===== config.mk =====
export PLATFORM = sky130hd
export DESIGN_NAME = binary_to_ieee_seq
export DESIGN_NICKNAME = d
export VERILOG_FILES = /design/src/rtl/binary_to_ieee_seq_pkg.sv /design/src/rtl/binary_to_ieee_seq_pack.sv /design/src/rtl/binary_to_ieee_seq.sv
export SDC_FILE = /design/constraint.sdc
export NUM_CORES = 1
export LEC_CHECK = 0
export ABC_AREA = 1
export CAP_MARGIN = 5
export CORE_UTILIZATION = 30
export DETAILED_ROUTE_END_ITERATION = 8
export GPL_TIMING_DRIVEN = 0
export HOLD_SLACK_MARGIN = 0.08
export PLACE_DENSITY = 0.53
export SYNTH_ARGS = -nofsm -noshare
export SYNTH_HDL_FRONTEND = slang
export SYNTH_SLANG_ARGS = --single-unit

===== constraint.sdc =====
create_clock -name clk -period 2 [get_ports clk]
set_clock_uncertainty 0.1 [all_clocks]
set_input_delay 0.4 -clock clk [delete_from_list [all_inputs] [get_ports clk]]
set_output_delay 0.4 -clock clk [all_outputs]
set_load 0.05 [all_outputs]

===== src/rtl/binary_to_ieee_seq_pkg.sv =====
// Shared IEEE-754 single-precision field widths and the encoder FSM state type.
package binary_to_ieee_seq_pkg;
  localparam int EXP_BIAS = 127;
  localparam int EXP_W    = 8;
  localparam int MANT_W   = 23;
  localparam int FP_W     = 32;

  typedef enum logic [1:0] {
    ST_IDLE = 2'd0,
    ST_NORM = 2'd1,
    ST_DONE = 2'd2
  } state_t;
endpackage


===== src/rtl/binary_to_ieee_seq_pack.sv =====
// Combinational {sign, exponent, mantissa} assembly; the fraction below the
// hidden bit is left-aligned in the 23-bit mantissa field.
module binary_to_ieee_seq_pack
  import binary_to_ieee_seq_pkg::*;
#(
  parameter int N = 10
) (
  input  logic             i_sign,
  input  logic [EXP_W-1:0] i_exp,
  input  logic [N-2:0]     i_frac,
  output logic [FP_W-1:0]  o_word
);
  generate
    if (N - 1 == MANT_W) begin : g_full
      assign o_word = {i_sign, i_exp, i_frac};
    end else begin : g_pad
      assign o_word = {i_sign, i_exp, i_frac, {(MANT_W - N + 1){1'b0}}};
    end
  endgenerate
endmodule


===== src/rtl/binary_to_ieee_seq.sv =====
// Sequential fixed-point to IEEE-754 single encoder: shifts the operand left one
// bit per clock until the hidden bit sits in the MSB, then packs the result.
module binary_to_ieee_seq
  import binary_to_ieee_seq_pkg::*;
#(
  parameter int INT_W  = 5,
  parameter int FRAC_W = 5
) (
  input  logic              clk,
  input  logic              rst_n,
  // Handshakes: a transfer happens on a rising edge where valid && ready;
  // the producer holds data while valid is high and ready is low.
  input  logic              in_valid,
  output logic              in_ready,
  input  logic              in_sign,
  input  logic [INT_W-1:0]  in_digit,
  input  logic [FRAC_W-1:0] in_float,
  output logic              out_valid,
  input  logic              out_ready,
  output logic [FP_W-1:0]   out_data,
  output logic [1:0]        dbg_state
);
  localparam int N = INT_W + FRAC_W;
  localparam logic [EXP_W-1:0] E_INIT = EXP_W'(EXP_BIAS + INT_W - 1);

  state_t             r_state;
  logic [N-1:0]       r_w;
  logic [EXP_W-1:0]   r_e;
  logic               r_s;
  logic [FP_W-1:0]    r_out_data;
  logic               r_out_valid;
  logic               r_in_ready;
  logic [FP_W-1:0]    w_packed;

  binary_to_ieee_seq_pack #(.N(N)) u_pack (
    .i_sign (r_s),
    .i_exp  (r_e),
    .i_frac (r_w[N-2:0]),
    .o_word (w_packed)
  );

  always_ff @(posedge clk or negedge rst_n) begin
    if (!rst_n) begin
      r_state     <= ST_IDLE;
      r_w         <= '0;
      r_e         <= '0;
      r_s         <= 1'b0;
      r_out_data  <= '0;
      r_out_valid <= 1'b0;
      r_in_ready  <= 1'b1;
    end else begin
      case (r_state)
        ST_IDLE: begin
          if (in_valid && r_in_ready) begin
            r_w        <= {in_digit, in_float};
            r_e        <= E_INIT;
            r_s        <= in_sign;
            r_in_ready <= 1'b0;
            r_state    <= ST_NORM;
          end
        end
        ST_NORM: begin
          // A zero operand finishes here too, so it costs one cycle and -0 becomes +0.
          if (r_w == '0) begin
            r_out_data  <= '0;
            r_out_valid <= 1'b1;
            r_state     <= ST_DONE;
          end else if (r_w[N-1]) begin
            r_out_data  <= w_packed;
            r_out_valid <= 1'b1;
            r_state     <= ST_DONE;
          end else begin
            r_w <= r_w << 1;
            r_e <= r_e - 1'b1;
          end
        end
        ST_DONE: begin
          if (out_ready) begin
            r_out_valid <= 1'b0;
            r_in_ready  <= 1'b1;
            r_state     <= ST_IDLE;
          end
        end
        default: begin
          r_out_valid <= 1'b0;
          r_in_ready  <= 1'b1;
          r_state     <= ST_IDLE;
        end
      endcase
    end
  end

  assign in_ready  = r_in_ready;
  assign out_valid = r_out_valid;
  assign out_data  = r_out_data;
  assign dbg_state = r_state;
endmodule


Word level (Yosys, flattened, before mapping)
Index checks and enable logic that the tools add are counted.
W data, S select, Z words.
{"block": "totals", "wordCells": 52, "inputBits": 15, "latchBits": 0, "mem_bits_ro": 0, "mem_count": 0, "ram_bits": 0, "regBits": 55, "output_inout_bits": 36}
{"block": "op_classes", "add_sub_neg": 1, "n_shift": 0, "mul": 0, "div_mod_pow": 0, "magnitude_cmp": 0, "bitwise_logic": 2, "reduce_logical": 12, "muxes": 22, "n_eq_ne": 7}
{"cell": "$mux W32", "count": 2}
{"cell": "$mux W10", "count": 3}
{"cell": "$mux W8", "count": 3}
{"cell": "$pmux W10 S2", "count": 1}
{"cell": "$pmux W8 S2", "count": 1}
{"cell": "$reduce_and A3 Y1", "count": 4}
{"cell": "$logic_not A10 Y1", "count": 1}
{"cell": "$mux W2", "count": 4}
{"cell": "$ne A2 B2 Y1 const B", "count": 4}
{"cell": "$sub A8 B1 Y8 const B", "count": 1}
{"cell": "$pmux W1 S3", "count": 2}
{"cell": "$pmux W2 S3", "count": 1}
{"cell": "$mux W1", "count": 5}
{"cell": "$reduce_and A2 Y1", "count": 2}
{"cell": "$reduce_and A4 Y1", "count": 1}
{"cell": "$reduce_bool A2 Y1", "count": 2}
{"cell": "$ne A3 B3 Y1 const B", "count": 1}
{"cell": "$eq A2 B1 Y1 const B", "count": 1}
{"cell": "$eq A2 B2 Y1 const B", "count": 1}
{"cell": "$logic_not A2 Y1", "count": 1}
{"cell": "$not A1 Y1", "count": 2}
{"cell": "$logic_and A1 B1 Y1", "count": 1}

Logic depth before layout (Yosys ltp)
Gate-level depths: netlist of the first run.
{"block": "depth", "ltp_word": 4, "mapped_depth": 9}

Modules after synthesis
From an unflattened synthesis of the first run, not the netlist that was laid out.
{"block": "unflattened", "cells_unflattened": 351, "area_unflattened_um2": 2777.7}
{"mod": "binary_to_ieee_seq", "seq_area_each_um2": 1377.6, "cells_per_inst": 318, "instances": 1, "area_per_inst_um2": 2533.7}
{"mod": "binary_to_ieee_seq_pack", "seq_area_each_um2": 0.0, "cells_per_inst": 33, "instances": 1, "area_per_inst_um2": 244.0}

Worst setup path after synthesis of the first run
OpenSTA, ideal clock, no wires.
{"block": "synth_timing", "kind": "register to register", "start": "reg r_state[1] (netlist: dbg_state[1])", "end": "reg r_e[2]", "path_slack_ns": 0.290, "path_stages_with_launch": 9, "t_required_ns": 1.783, "n_path_buf": 1, "t_arrival_ns": 1.493, "cell_sequence": "dfrtp_1 nor2_8 nand2_4 nand2_2 inv_4 nand3_4 buf_6 nand2_1 nand2_1"}
{"block": "synth_between", "elab_chain_cells": 3}
{"element": "from (decl)", "line_no": "binary_to_ieee_seq.sv:26", "source": "state_t r_state;"}
{"element": "from (signal assigned)", "line_no": "binary_to_ieee_seq.sv:44", "source": "r_state <= ST_IDLE;"}
{"element": "from (signal assigned)", "line_no": "binary_to_ieee_seq.sv:59", "source": "r_state <= ST_NORM;"}
{"element": "from (signal assigned)", "line_no": "binary_to_ieee_seq.sv:67", "source": "r_state <= ST_DONE;"}
{"element": "$eq A2 B1 Y1 or $logic_not A2 Y1 (tied branches)", "line_no": "binary_to_ieee_seq.sv:52", "source": "case (r_state)"}
{"element": "$ne A2 B2 Y1 (no line) or $reduce_bool A2 Y1 (tied branches)"}
{"element": "$reduce_and A4 Y1 (no line)"}
{"element": "to (signal assigned)", "line_no": "binary_to_ieee_seq.sv:74", "source": "r_e <= r_e - 1'b1;"}
{"element": "to (decl)", "line_no": "binary_to_ieee_seq.sv:28", "source": "logic [EXP_W-1:0] r_e;"}
Parallel ways exist; a longest one is shown, timed or not.
A chain may end at the register's enable or synchronous reset.

Worst setup path in the final report of the first run
{"block": "layout_timing", "start": "reg r_out_data[29] (netlist: out_data[29])", "end": "out out_data[29]"}
{"element": "from (decl)", "line_no": "binary_to_ieee_seq.sv:30", "source": "logic [FP_W-1:0] r_out_data;"}
{"element": "from (signal assigned)", "line_no": "binary_to_ieee_seq.sv:69", "source": "r_out_data <= w_packed;"}
{"element": "to (decl)", "line_no": "binary_to_ieee_seq.sv:20", "source": "output logic [FP_W-1:0] out_data,"}
No word-level cell between the ends.

==> run_results.csv, run 1 <==
group,metric,value,unit
grt,grt-ovfl-total,0,
cells_and_area,synthToLayoutAreaGrowth,30.2,%
power,p_per_area,1740,nW/um^2
grt,antenna_found_initial,0,
floorplan,die_h,88.3,microns
placed_design,hpwl,3.80,mm
synth,synth-seq-area-share,0.460,
synth,synthAdderAreaFrac,0.00561,
run,cap_violations,0,
clock_tree,post-cts-setup-buffers,0,
synth,yosys.area.top_type_share,0.448,
clock_tree,path_clk_slew,0.08,ns
synth,netlist_instances,267,
routing,drt_iter0_markers,82,
setup_path,path_cells,"clkdlybuf4s50_1",
routing,firstDrtPassIters,4,
routing,route.met2.wl,2.35,mm
synth,synth-xor-area-share,0.00785,
setup_path,crit_fanout,2,
synth,synth.area.mux_share,0,
power,power,5.06,mW
cells_and_area,post-route-util,0.403,
placed_design,gp_congestion,0.744,
synth,synth_top_family_by_area,"simple AND/OR/NAND/NOR gates",
routing,post_drt_wl_per_cell,11.8,microns
clock_tree,cts_root_buf,"clkbuf_8",
floorplan,design.core.area,7210,sq um
grt,grt_pass1_vias,1706,
timing,fin_tns_setup,0,ns
floorplan,die_w,88.3,microns
grt,gr-usage-all-layers,0.142,
timing,slew_viol_final,0,
routing,route.met3.wl,202,microns
timing,period_share,0.984,
timing,setup_viol,0,
power,p_leak,1.62,nW
cells_and_area,multiInputGateArea,1010,sq um
routing,via_per_inst,4.32,
synth,synth_cell_type_count,27,
floorplan,num_rows,31,
routing,highest_layer,"met4",
routing,ant_nets,0,
grt,grt_max_degree,26,
clock_tree,cts_sinks,41,
timing,finalHoldViolations,0,
synth,syn_area,2230,sq um
cells_and_area,n_antenna_cell,0,
placed_design,pre_cts_ws,0.126,ns
setup_path,cp_data_arrival_time,1.47,ns
grt,grt_pass1_wl,8.45,mm
synth,yosysWarnings,0,
synth,synth_seq_cells,41,
clock_tree,cts_tree,"yes",
cells_and_area,fillers,780,
setup_path,crit_type,"flop to primary output",
setup_path,cp_top_family,"buffers and inverters",
floorplan,ioPinCount,51,
floorplan,dieArea,7790,sq um
synth,synth.area.top_cells,"dfrtp_1, nand2_1, buf_4, nand3_1, nand2_2",
routing,postRouteWirelength,5.04,mm
clock_tree,clock_path_buffers,2,
timing,rsz0062_at_grt,"no",
cells_and_area,final_nets,341,
timing,max_freq,0.508,GHz
timing,slew_headroom,0.664,
synth,avgSynthCellArea,8.36,sq um
setup_path,cp_slowest_cell,"clkdlybuf4s50_1",
routing,drt_drc_violations_left,0,
setup_path,crit_buf_inv,1,
setup_path,worstSetupStartpointType,"flop",
timing,worst_pin_slew,0.503,ns
synth,yosys.area.top_type,"dfrtp_1",
setup_path,cpPeakStageDelay,0.81,ns
hold_path,hold_path.class,"flop to flop",
timing,setup_ws,0.0312,ns
synth,synth-simple-area-share,0.362,
clock_tree,htreeDepth,2,
placed_design,port_buffers,36,
clock_tree,cts_made_buffers,5,
power,irDropWorstVdd,0.360,mV
clock_tree,insertion_delay,0.29,ns
routing,vias,1835,
setup_path,end_kind,"primary output",
cells_and_area,drive_gt1_frac,0.209,
synth,synth_compound_area_frac,0.0533,
cells_and_area,seqCellArea,1030,sq um
status,status,"complete, no violations",
timing,post-route-min-period,1.97,ns
routing,wl_met1,2.40,mm
setup_path,cp.required,1.50,ns
floorplan,start_util,0.309,
[registers in the layout, indices dropped and copies added (netlist names)]
signal	cells
r_s	1
out_valid	1
r_e	8
in_ready	1
out_data	18
r_w	10
dbg_state	2
[layout by cell type (no fill, tap or decap), types with 4 or more instances in the layout]
| master | n |
|---|---|
| o21ai_2 | 10 |
| conb_1 | 14 |
| nand2_4 | 5 |
| clkbuf_8 | 7 |
| buf_4 | 14 |
| nor2_1 | 14 |
| clkdlybuf4s50_1 | 23 |
| nand4_1 | 12 |
| nand2_1 | 93 |
| nand2_2 | 14 |
| inv_1 | 17 |
| o21ai_0 | 4 |
| dlymetal6s2s_1 | 8 |
| dlygate4sd2_1 | 4 |
| buf_2 | 4 |
| nand3_1 | 19 |
| dfrtp_1 | 40 |
[synth_stat cells (all sizes together)]
library cell,number
nand2,112
dfrtp,40
nor2,17
clkbuf,2
inv,20
nand3,21
a21oi,1
buf,20
dfstp,1
a31oi,1
conb,1
xor2,2
nor3,2
o21ai,14
ha,1
nand4,12
[path summary, 6_finish.rpt]
path                       slack, ns    startpoint           end  cells past startpoint
min in group asynchronous       0.48         rst_n  out_data[22]                      2
hold / removal                  0.38  out_data[31]  out_data[31]                      2
max in group asynchronous       0.78         rst_n      in_ready                      3
hold reg to reg                 0.38  out_data[31]  out_data[31]                      2
setup / recovery                0.03  out_data[29]  out_data[29]                      1
setup reg to reg                0.41  dbg_state[1]        r_w[7]                      8
[routing by layer]
| metal | vias up | global-route usage |
|---|---|---|
| li1 | 938 | - |
| met1 | 853 | 0.193 |
| met2 | 38 | 0.229 |
| met3 | 6 | 0.0233 |
| met4 | 0 | 0.0484 |
| met5 | - | 0 |
[kinds of logic (layout without fill, tap and decap cells)]
| family | count (synthesis) | after routing |
|---|---|---|
| flops | 41 | 41 |
| fa+ha+maj | 1 | 1 |
| other cells | 1 | 14 |
| simple gates | 164 | 164 |
| compound gates | 16 | 16 |
| buf+inv | 42 | 88 |
| xor+xnor | 2 | 2 |
[power breakdown]
group          internal, mW  total [mW]  switching [mW]
clock                 0.312       0.606           0.294
sequential             1.20        1.50           0.304
combinational         0.951        2.95            2.00
total                  2.46        5.06            2.60
[final cells by class]
type / count / share of cell area
sequential: 41 / 0.353
multi-input combinational: 197 / 0.347
timing repair buffer: 38 / 0.138
buffer: 22 / 0.0568
tap: 99 / 0.0426
clock buffer: 7 / 0.0331
inverter: 20 / 0.0276
clock inverter: 1 / 0.00172
[repair_timing]
item | in CTS | in global routing
hold endpoints to repair | 16 | 0
hold buffers | 1 | 0
endpoints found under the setup margin | 4 | 8
resized for setup | 4 | 8
[through the flow]
| stage | area [sq um] | hold slack (ns) | instances |
|---|---|---|---|
| final | 2910 | 0.379 | 425 |
| after global routing | 2910 | 0.401 | 425 |
| after CTS | 2890 | 0.385 | 425 |
| after detailed placement | 2780 | 0.269 | 416 |
| after global placement | 2770 | 0.357 | 415 |
| after floorplan | 2280 | 0.00441 | 280 |
(Power assumes the default switching activity.)
==> inputs of run 2 (changes only) <==
--- a/config.mk
+++ b/config.mk
@@ -8,6 +8,7 @@
 export ABC_AREA = 1
 export CAP_MARGIN = 5
 export CORE_UTILIZATION = 30
+export CTS_BUF_LIST = sky130_fd_sc_hd__clkbuf_2
 export DETAILED_ROUTE_END_ITERATION = 8
 export GPL_TIMING_DRIVEN = 0
 export HOLD_SLACK_MARGIN = 0.08
==> constraint.sdc (replaced) <==
create_clock -name clk -period 2.45 [get_ports clk]
set_clock_uncertainty 0.1 [all_clocks]
set_input_delay 0.49 -clock clk [delete_from_list [all_inputs] [get_ports clk]]
set_output_delay 0.49 -clock clk [all_outputs]
set_load 0.05 [all_outputs]
==> run 2 against run 1 <==
Global-route usage about the same. Largest cell class unchanged. Die area unchanged. Sequential power down 18%. Wire length up 0.16%. Final cell count unchanged. Critical endpoint is now dbg_state[0]. Hold slack better by 0.026 ns.
==> run_results.csv, run 2 (synthesized netlist as in run 1, its figures left out) <==
group,metric,value,unit
routing,vias,1865,
timing,setup_viol,0,
timing,worst_pin_slew,0.512,ns
timing,max_freq,0.435,GHz
cells_and_area,drive_gt1_frac,0.202,
routing,via_per_inst,4.39,
timing,whs,0.405,ns
clock_tree,cts_made_buffers,5,
setup_path,worstSetupStartpointType,"flop",
timing,setup_ws,0.150,ns
routing,drt_drc_violations_left,0,
clock_tree,cts_sinks,41,
floorplan,num_rows,31,
cells_and_area,design_area,2830,sq um
power,irDropWorstVdd,0.341,mV
clock_tree,cts_tree,"yes",
placed_design,gp_congestion,0.744,
clock_tree,htreeDepth,2,
cells_and_area,final_cell_mix,"nand2_1, dfrtp_1, clkdlybuf4s50_1",
grt,grt_max_degree,26,
placed_design,hpwl,3.80,mm
timing,period_share,0.939,
clock_tree,insertion_delay,0.40,ns
setup_path,crit_type,"flop to primary output",
clock_tree,clock_path_buffers,2,
clock_tree,post-cts-setup-buffers,0,
timing,rsz0062_at_grt,"no",
floorplan,ioPinCount,51,
setup_path,cp_slowest_cell,"clkdlybuf4s50_1",
setup_path,cp_top_family,"buffers and inverters",
run,cap_violations,0,
grt,gr-usage-all-layers,0.142,
setup_path,cp_data_arrival_time,1.71,ns
power,p_per_area,1400,nW/um^2
cells_and_area,largest_reg_flops,18,
timing,slew_viol_final,0,
cells_and_area,final_nets,341,
setup_path,path_cells,"clkdlybuf4s50_1",
placed_design,placed_area,2780,sq um
floorplan,dieArea,7790,sq um
setup_path,crit_buf_inv,1,
setup_path,cp.required,1.86,ns
clock_tree,cts_root_buf,"clkbuf_2",
floorplan,start_util,0.309,
clock_tree,path_clk_slew,0.23,ns
cells_and_area,post-route-util,0.393,
placed_design,pre_cts_ws,0.486,ns
routing,drt_iter0_markers,71,
setup_path,crit_fanout,4,
routing,firstDrtPassIters,5,
status,status,"complete, no violations",
hold_path,hold_path.class,"flop to flop",
routing,ant_nets,0,
floorplan,design.core.area,7210,sq um
setup_path,end_kind,"primary output",
floorplan,die_w,88.3,microns
floorplan,die_h,88.3,microns
grt,grt_pass1_vias,1714,
placed_design,port_buffers,36,
power,p_leak,1.49,nW
routing,post_drt_wl_per_cell,11.9,microns
cells_and_area,mostFrequentLayoutCell,"nand2_1",
timing,slew_headroom,0.658,
timing,post-route-min-period,2.30,ns
timing,fin_tns_setup,0,ns
grt,grt-ovfl-total,0,
grt,antenna_found_initial,0,
timing,finalHoldViolations,0,
cells_and_area,n_antenna_cell,0,
setup_path,cpPeakStageDelay,0.84,ns
cells_and_area,synthToLayoutAreaGrowth,26.9,%
routing,postRouteWirelength,5.04,mm
grt,grt_pass1_wl,8.49,mm
## run 2: metal layers
layer / global-route usage / routed length [microns] / vias to the layer above
met5: 0 / 0 / -
met4: 0.0513 / 58 / 0
met3: 0.0271 / 243 / 4
li1: - / - / 936
met2: 0.223 / 2340 / 49
met1: 0.194 / 2400 / 876
## run 2: path summary, 6_finish.rpt
kind / start / to / slack (ns) / cells after the start
max: dbg_state[0] / dbg_state[0] / 0.15 / 1
min: out_data[16] / out_data[16] / 0.40 / 2
max reg2reg: dbg_state[1] / r_w[4] / 0.82 / 8
min reg2reg: out_data[16] / out_data[16] / 0.40 / 2
max in group asynchronous: rst_n / in_ready / 1.28 / 3
min in group asynchronous: rst_n / out_data[22] / 0.44 / 2
## run 2: per-stage QoR
step / instances / total power, mW
floorplan: 280 / 3.03
global placement: 415 / 3.68
detailed placement: 416 / 3.70
CTS: 425 / 4.00
global route: 425 / 4.30
finish: 425 / 3.96
## run 2: cell type report
class | count | area [sq um]
buffer | 22 | 165
clock buffer | 5 | 25.0
clock inverter | 3 | 12.5
fill | 785 | 4380
inverter | 20 | 80.1
multi-input combinational | 197 | 1010
sequential | 41 | 1030
tap | 99 | 124
timing repair buffer | 38 | 390
## run 2: repair_timing
action | 4_1_cts | 5_1_grt
resized for setup | 0 | 2
hold buffers | 1 | 0
setup endpoints to repair | 0 | 2
hold endpoints to repair | 16 | 0
## run 2: report_power, final
part | switching [mW] | leakage [nW] | total (mW) | internal (mW)
Clock | 0.228 | 0.0278 | 0.290 | 0.0626
Sequential | 0.253 | 0.527 | 1.23 | 0.975
Combinational | 1.64 | 0.935 | 2.44 | 0.801
